## src/rtl/mod_147_3_7_heartbeat_fsm_if.sv

```systemverilog
// Heartbeat FSM signal bundle: control/status between the heartbeat FSM
// and its surrounding timers / medium monitor.
interface mod_147_3_7_heartbeat_fsm_if #(
  parameter int HB_CNT_W = 8
);
  logic                hb_enable;
  logic                medium_busy;
  logic                hb_timer_done;
  logic                hb_send_timer_done;
  logic                hb_timer_start;
  logic                hb_send_timer_start;
  logic                hb_active;
  logic                hb_dropped;
  logic [HB_CNT_W-1:0] hb_count;

  modport master (
    output hb_enable, medium_busy, hb_timer_done, hb_send_timer_done,
    input  hb_timer_start, hb_send_timer_start, hb_active, hb_dropped, hb_count
  );

  modport slave (
    input  hb_enable, medium_busy, hb_timer_done, hb_send_timer_done,
    output hb_timer_start, hb_send_timer_start, hb_active, hb_dropped, hb_count
  );
endinterface

```

## src/rtl/mod_147_3_7_heartbeat_fsm.sv

```systemverilog
// Heartbeat scheduler: waits for the interval timer, defers while the medium
// is busy (dropping after DEFER_MAX cycles), then runs one send window.
module mod_147_3_7_heartbeat_fsm #(
  parameter int HB_CNT_W  = 8,
  parameter int DEFER_MAX = 255
) (
  input  logic                        clk,
  input  logic                        reset_n,
  mod_147_3_7_heartbeat_fsm_if.slave  hb
);

  localparam int DEFER_W = (DEFER_MAX < 2) ? 1 : $clog2(DEFER_MAX + 1);

  typedef enum logic [2:0] {
    ST_DISABLED = 3'd0,
    ST_ARM_WAIT = 3'd1,
    ST_INTERVAL = 3'd2,
    ST_DEFER    = 3'd3,
    ST_SEND_ARM = 3'd4,
    ST_SEND     = 3'd5
  } state_t;

  state_t              state_q;
  logic [DEFER_W-1:0]  defer_cnt_q;
  logic [DEFER_W-1:0]  defer_cnt_d;
  logic [HB_CNT_W-1:0] hb_count_q;
  logic [HB_CNT_W-1:0] hb_count_d;
  logic                hb_timer_start_q;
  logic                hb_send_timer_start_q;
  logic                hb_active_q;
  logic                hb_dropped_q;
  logic                defer_expired_s;

  assign defer_cnt_d     = defer_cnt_q + DEFER_W'(1);
  assign defer_expired_s = (defer_cnt_q == DEFER_W'(DEFER_MAX - 1));
  // Completed-heartbeat count sticks at all-ones instead of wrapping.
  assign hb_count_d      = (hb_count_q == {HB_CNT_W{1'b1}}) ? hb_count_q
                                                            : hb_count_q + HB_CNT_W'(1);

  // Heartbeat state machine with registered outputs.
  always_ff @(posedge clk or negedge reset_n) begin
    if (!reset_n) begin
      state_q               <= ST_DISABLED;
      defer_cnt_q           <= '0;
      hb_count_q            <= '0;
      hb_timer_start_q      <= 1'b0;
      hb_send_timer_start_q <= 1'b0;
      hb_active_q           <= 1'b0;
      hb_dropped_q          <= 1'b0;
    end else begin
      hb_timer_start_q      <= 1'b0;
      hb_send_timer_start_q <= 1'b0;
      hb_dropped_q          <= 1'b0;
      if (!hb.hb_enable) begin
        // Disable overrides everything, including a coincident timer expiry.
        state_q     <= ST_DISABLED;
        hb_active_q <= 1'b0;
        defer_cnt_q <= '0;
      end else begin
        case (state_q)
          ST_DISABLED: begin
            hb_timer_start_q <= 1'b1;
            state_q          <= ST_ARM_WAIT;
          end
          ST_ARM_WAIT: begin
            if (!hb.hb_timer_done) begin
              state_q <= ST_INTERVAL;
            end
          end
          ST_INTERVAL: begin
            if (hb.hb_timer_done) begin
              if (!hb.medium_busy) begin
                hb_send_timer_start_q <= 1'b1;
                hb_timer_start_q      <= 1'b1;
                hb_active_q           <= 1'b1;
                state_q               <= ST_SEND_ARM;
              end else begin
                defer_cnt_q <= '0;
                state_q     <= ST_DEFER;
              end
            end
          end
          ST_DEFER: begin
            defer_cnt_q <= defer_cnt_d;
            if (!hb.medium_busy) begin
              hb_send_timer_start_q <= 1'b1;
              hb_timer_start_q      <= 1'b1;
              hb_active_q           <= 1'b1;
              state_q               <= ST_SEND_ARM;
            end else if (defer_expired_s) begin
              hb_dropped_q     <= 1'b1;
              hb_timer_start_q <= 1'b1;
              state_q          <= ST_ARM_WAIT;
            end
          end
          ST_SEND_ARM: begin
            // Send-done may still be stale from the previous window.
            hb_active_q <= 1'b1;
            if (!hb.hb_send_timer_done) begin
              state_q <= ST_SEND;
            end
          end
          ST_SEND: begin
            if (hb.hb_send_timer_done) begin
              hb_active_q <= 1'b0;
              hb_count_q  <= hb_count_d;
              state_q     <= ST_ARM_WAIT;
            end
          end
          default: begin
            hb_active_q <= 1'b0;
            state_q     <= ST_DISABLED;
          end
        endcase
      end
    end
  end

  assign hb.hb_timer_start      = hb_timer_start_q;
  assign hb.hb_send_timer_start = hb_send_timer_start_q;
  assign hb.hb_active           = hb_active_q;
  assign hb.hb_dropped          = hb_dropped_q;
  assign hb.hb_count            = hb_count_q;

endmodule

```

## src/flat_wrapper.sv

```systemverilog
// flat-port wrapper written by rule: the top's interface ports become plain ports
module mod_147_3_7_heartbeat_fsm_flat 
#(
  parameter int HB_CNT_W  = 8,
  parameter int DEFER_MAX = 255
)
  (clk, reset_n, hb_hb_enable, hb_medium_busy, hb_hb_timer_done, hb_hb_send_timer_done, hb_hb_timer_start, hb_hb_send_timer_start, hb_hb_active, hb_hb_dropped, hb_hb_count);
  mod_147_3_7_heartbeat_fsm_if #(.HB_CNT_W(HB_CNT_W)) hb_i ();
  input  logic clk;
  input  logic reset_n;
  input wire logic [$bits(hb_i.hb_enable)-1:0] hb_hb_enable;
  input wire logic [$bits(hb_i.medium_busy)-1:0] hb_medium_busy;
  input wire logic [$bits(hb_i.hb_timer_done)-1:0] hb_hb_timer_done;
  input wire logic [$bits(hb_i.hb_send_timer_done)-1:0] hb_hb_send_timer_done;
  output wire logic [$bits(hb_i.hb_timer_start)-1:0] hb_hb_timer_start;
  output wire logic [$bits(hb_i.hb_send_timer_start)-1:0] hb_hb_send_timer_start;
  output wire logic [$bits(hb_i.hb_active)-1:0] hb_hb_active;
  output wire logic [$bits(hb_i.hb_dropped)-1:0] hb_hb_dropped;
  output wire logic [$bits(hb_i.hb_count)-1:0] hb_hb_count;
  assign hb_i.hb_enable = hb_hb_enable;
  assign hb_i.medium_busy = hb_medium_busy;
  assign hb_i.hb_timer_done = hb_hb_timer_done;
  assign hb_i.hb_send_timer_done = hb_hb_send_timer_done;
  assign hb_hb_timer_start = hb_i.hb_timer_start;
  assign hb_hb_send_timer_start = hb_i.hb_send_timer_start;
  assign hb_hb_active = hb_i.hb_active;
  assign hb_hb_dropped = hb_i.hb_dropped;
  assign hb_hb_count = hb_i.hb_count;
  mod_147_3_7_heartbeat_fsm #(.HB_CNT_W(HB_CNT_W), .DEFER_MAX(DEFER_MAX)) u_core (.clk(clk), .reset_n(reset_n), .hb(hb_i));
endmodule
```

## config.mk

```make
export PLATFORM = sky130hd
export DESIGN_NAME = mod_147_3_7_heartbeat_fsm_flat
export DESIGN_NICKNAME = d
export VERILOG_FILES = /design/src/rtl/mod_147_3_7_heartbeat_fsm_if.sv /design/src/rtl/mod_147_3_7_heartbeat_fsm.sv /design/src/flat_wrapper.sv
export SDC_FILE = /design/constraint.sdc
export NUM_CORES = 1
export LEC_CHECK = 0
export ABC_AREA = 1
export CAP_MARGIN = 20
export CORE_MARGIN = 2
export CORE_UTILIZATION = 59
export DETAILED_ROUTE_END_ITERATION = 8
export PLACE_DENSITY_LB_ADDON = 0.15
export SYNTH_ARGS = -nofsm -noshare
export SYNTH_HDL_FRONTEND = slang
export SYNTH_SLANG_ARGS = --single-unit
```

## constraint.sdc

```tcl
create_clock -name clk -period 2.7 [get_ports clk]
set_input_delay 0.54 -clock clk [delete_from_list [all_inputs] [get_ports clk]]
set_output_delay 0.54 -clock clk [all_outputs]
set_load 0.02 [all_outputs]
```

==> results.md <==
- Outcome: finished, final reports clean
- # fillers: 195
- Skew final: 0.01219 ns
- Gr ovfl total: 0
- Ports: 18
- RSZ-0062 raised after global routing: false
- N_diodes: 0
- Req. time, crit path: around 2.2 ns
- Die width: 53.58 um
- Post-CTS sizing: 0
- CP Capture Type: output port
- Syn Area/Cell: 7.399 um^2
- Site row count: 17
- Xor and xnor area share after synthesis: 0.04228
- Final antenna-violating net count: 0
- Simple-gate area share of the yosys netlist: 0.3598
- Net count, final: roughly 230
- Share of cells above drive strength 1: 0.1111
- Min cycle time layout: 1.940 ns
- Worst Reg-to-Reg Cells: 8
- Critical path's largest stage delay: 0.64 ns
- Area grow syn2layout: 15.44%
- Hold Crit Depth: 2
- Final Cycle Share: 0.7184
- Cts bufs inserted: 3
- Cell variety after synth: 28
- Wire length per cell: 12.87 um
- Number of synthesized flops with an enable pin: 0
- CTS tree: done
- Hold/Removal Path Class: flip-flop to flip-flop
- Largest net degree at the start of global routing: 24
- Largest family of logic cells by synthesized area: simple AND/OR/NAND/NOR gates
- Die area: between 2000 and 3000 um^2
- Worst path arrival time: between 1 and 1.5 ns
- CTS sink cnt: 23
- Max Slew Vio Count: 0
- Initial DRC Count: 46
- Compound-Gate Fraction of Synth Area: 0.09577
- Crit path kind: flip-flop to output port
- Final Hold Viols: 0
- Core Area: 2276 um^2
- Crit. path cell count: 1
- Largest area contributor in the netlist: dfrtp_1
- Detailed-route DRC error count: 0
- Critical-path cell list: clkdlybuf4s50_1
- Mapped cell area: 1450 um^2
- Hold_buf cts: 0
- Setup violators final: 0
- FF/Latch Area: 575.6 um^2
- Initial core utilization: 0.6372
- Max-slew headroom: 0.7125
- Reg clk slew, reported paths: 0.13 ns
- Leak: approximately 0.82 nW
- Fraction of the mapped netlist area in adder cells: 0.02588
- #FFs+latches synth: 23
- Slowest-stage cell, CP: clkdlybuf4s50_1
- Most frequent cell after synthesis: nand2_1
- Hold slack final: 0.5629 ns
- Power Density: just over 600 nW/um^2
- Post-Synthesis Cells: 196
- H-tree depth: 1
- CP delay by family, top: buffers and inverters
- Clk_lat worst skew: 0.31 ns
- Peak supply drop: between 400 and 500 uV
- Area of the multi-input gates: 759.5 um^2
- Global Route Usage Sum: 0.2657
- Sum Neg Setup Slack: 0 ns
- Die height: 53.58 um
- Total Wirelength: 3140 um
- Quantity of I/O buffers inserted on ports: 17
- Vias in the first global route: 1315
- Clock Tree Buf Depth: 2
- Most frequent cells after synthesis: nand2_1, dfrtp_1, nor2_1
- Global-route wire length before repair: 5575 um
- Post-CTS Setup Bufs: 0
- Post-synthesis sequential area ratio: 0.3969
- Crit-path max FO: 5
- Crit path launch type: flip-flop
- Synth warn: 0
- GPL Wtd Cong: 0.9116
- Root Driver: clkbuf_4
- Synth top area share: 0.3969
- Top_reg_cell synth: dfrtp_1
- Via count: 1375
- Layout Utilization: 0.7356
- Via density: roughly 5.6
- HPWL after DPL: about 2500 um
- Ys async rst share: 1.000
- Max Clock Freq: 0.5155 GHz
- Synth Net Count: 205
- MaxCap Viol Count: 0
- Initial antenna violation count: 0
- Top post-synthesis cells by area: dfrtp_1, nand2_1, nand3_1
- Worst Max-Slew Pin Slew: between 0.4 and 0.5 ns
- Post-synthesis mux area share: 0
- WP buf/inv: 1
- Drt first pass iters: 4
-- final timing paths --
| check | startpoint | end | slack, ns |
|---|---|---|---|
| worst min register to register | u_core.defer_cnt_q[3]$_DFFE_PN0P_ | u_core.defer_cnt_q[3]$_DFFE_PN0P_ | 0.56 |
| max in group asynchronous | reset_n | u_core.hb.hb_count[6]$_DFFE_PN0P_ | 1.90 |
| worst max-delay path | u_core.hb.hb_count[3]$_DFFE_PN0P_ | hb_hb_count[3] | 0.76 |
| worst max register to register | u_core.hb.hb_count[1]$_DFFE_PN0P_ | u_core.hb.hb_count[3]$_DFFE_PN0P_ | 1.25 |
| worst min-delay path | u_core.defer_cnt_q[3]$_DFFE_PN0P_ | u_core.defer_cnt_q[3]$_DFFE_PN0P_ | 0.56 |
| min in group asynchronous | reset_n | u_core.defer_cnt_q[2]$_DFFE_PN0P_ | 0.57 |
-- flip-flops by register name (all words and copies together) (netlist names) --
signal                         cells
u_core.hb.hb_active                1
u_core.hb.hb_count                 8
u_core.defer_cnt_q                 8
u_core.hb.hb_send_timer_start      1
u_core.state_q                     3
u_core.hb.hb_timer_start           1
u_core.hb.hb_dropped               1
-- power by group --
group | switching (mW) | total [mW] | internal, mW
Clock | 0.104 | 0.159 | 0.0552
Combinational | 0.249 | 0.410 | 0.161
Sequential | 0.0765 | 0.474 | 0.398
Total | 0.429 | 1.04 | 0.614
-- layer usage --
metal  up-vias  global-route usage  routed length, um
met5         -                   0                  0
li1        674                   -                  -
met3         6             0.04444                173
met2        51              0.4671               1556
met4         0             0.09829                 40
met1       644              0.3256               1370
-- placed cells by master (no fill, tap or decap), types with 2 or more instances in the layout --
| cell | netlist | final |
|---|---|---|
| a21oi_1 | 5 | 5 |
| clkbuf_4 | 0 | 3 |
| clkdlybuf4s50_1 | 0 | 17 |
| dfrtp_1 | 23 | 23 |
| ha_1 | 3 | 3 |
| inv_1 | 20 | 20 |
| inv_2 | 3 | 3 |
| inv_4 | 2 | 2 |
| nand2_1 | 53 | 53 |
| nand2_2 | 2 | 2 |
| nand3_1 | 19 | 19 |
| nand3_2 | 3 | 3 |
| nand3b_1 | 2 | 2 |
| nand4_1 | 6 | 6 |
| nor2_1 | 22 | 22 |
| nor2_2 | 2 | 2 |
| nor3_1 | 3 | 3 |
| o21ai_0 | 5 | 5 |
| o21ai_1 | 3 | 3 |
| o21ai_2 | 5 | 5 |
| xor2_1 | 6 | 6 |
-- through the flow --
stage | setup slack (ns) | total power, mW | instance area, um^2 | cells
6_report | 0.7603 | 1.043 | 1674 | 244
5_1_grt | 0.6878 | 1.119 | 1674 | 244
4_1_cts | 0.7534 | 1.040 | 1674 | 244
3_5_place_dp | 0.5557 | 0.8849 | 1647 | 240
3_3_place_gp | 0.6459 | 0.8725 | 1647 | 240
2_1_floorplan | 1.307 | 0.7442 | 1450 | 196
-- layout make-up --
class / instances / share of cell area
inverter: 25 / 0.05904
multi-input combinational: 146 / 0.4537
clock inverter: 1 / 0.002990
tap: 28 / 0.02093
timing repair buffer: 18 / 0.1061
clock buffer: 3 / 0.01345
sequential: 23 / 0.3438
-- cell families (layout without fill, tap and decap cells) --
logic type / after synthesis / after routing
AOI/OAI and AO/OA: 22 / 22
xor gates and xnor gates: 7 / 7
adders and majority gates: 3 / 3
buffers and inverters: 27 / 47
DFF: 23 / 23
and+or+nand+nor: 114 / 114
(Power assumes the default switching activity.)
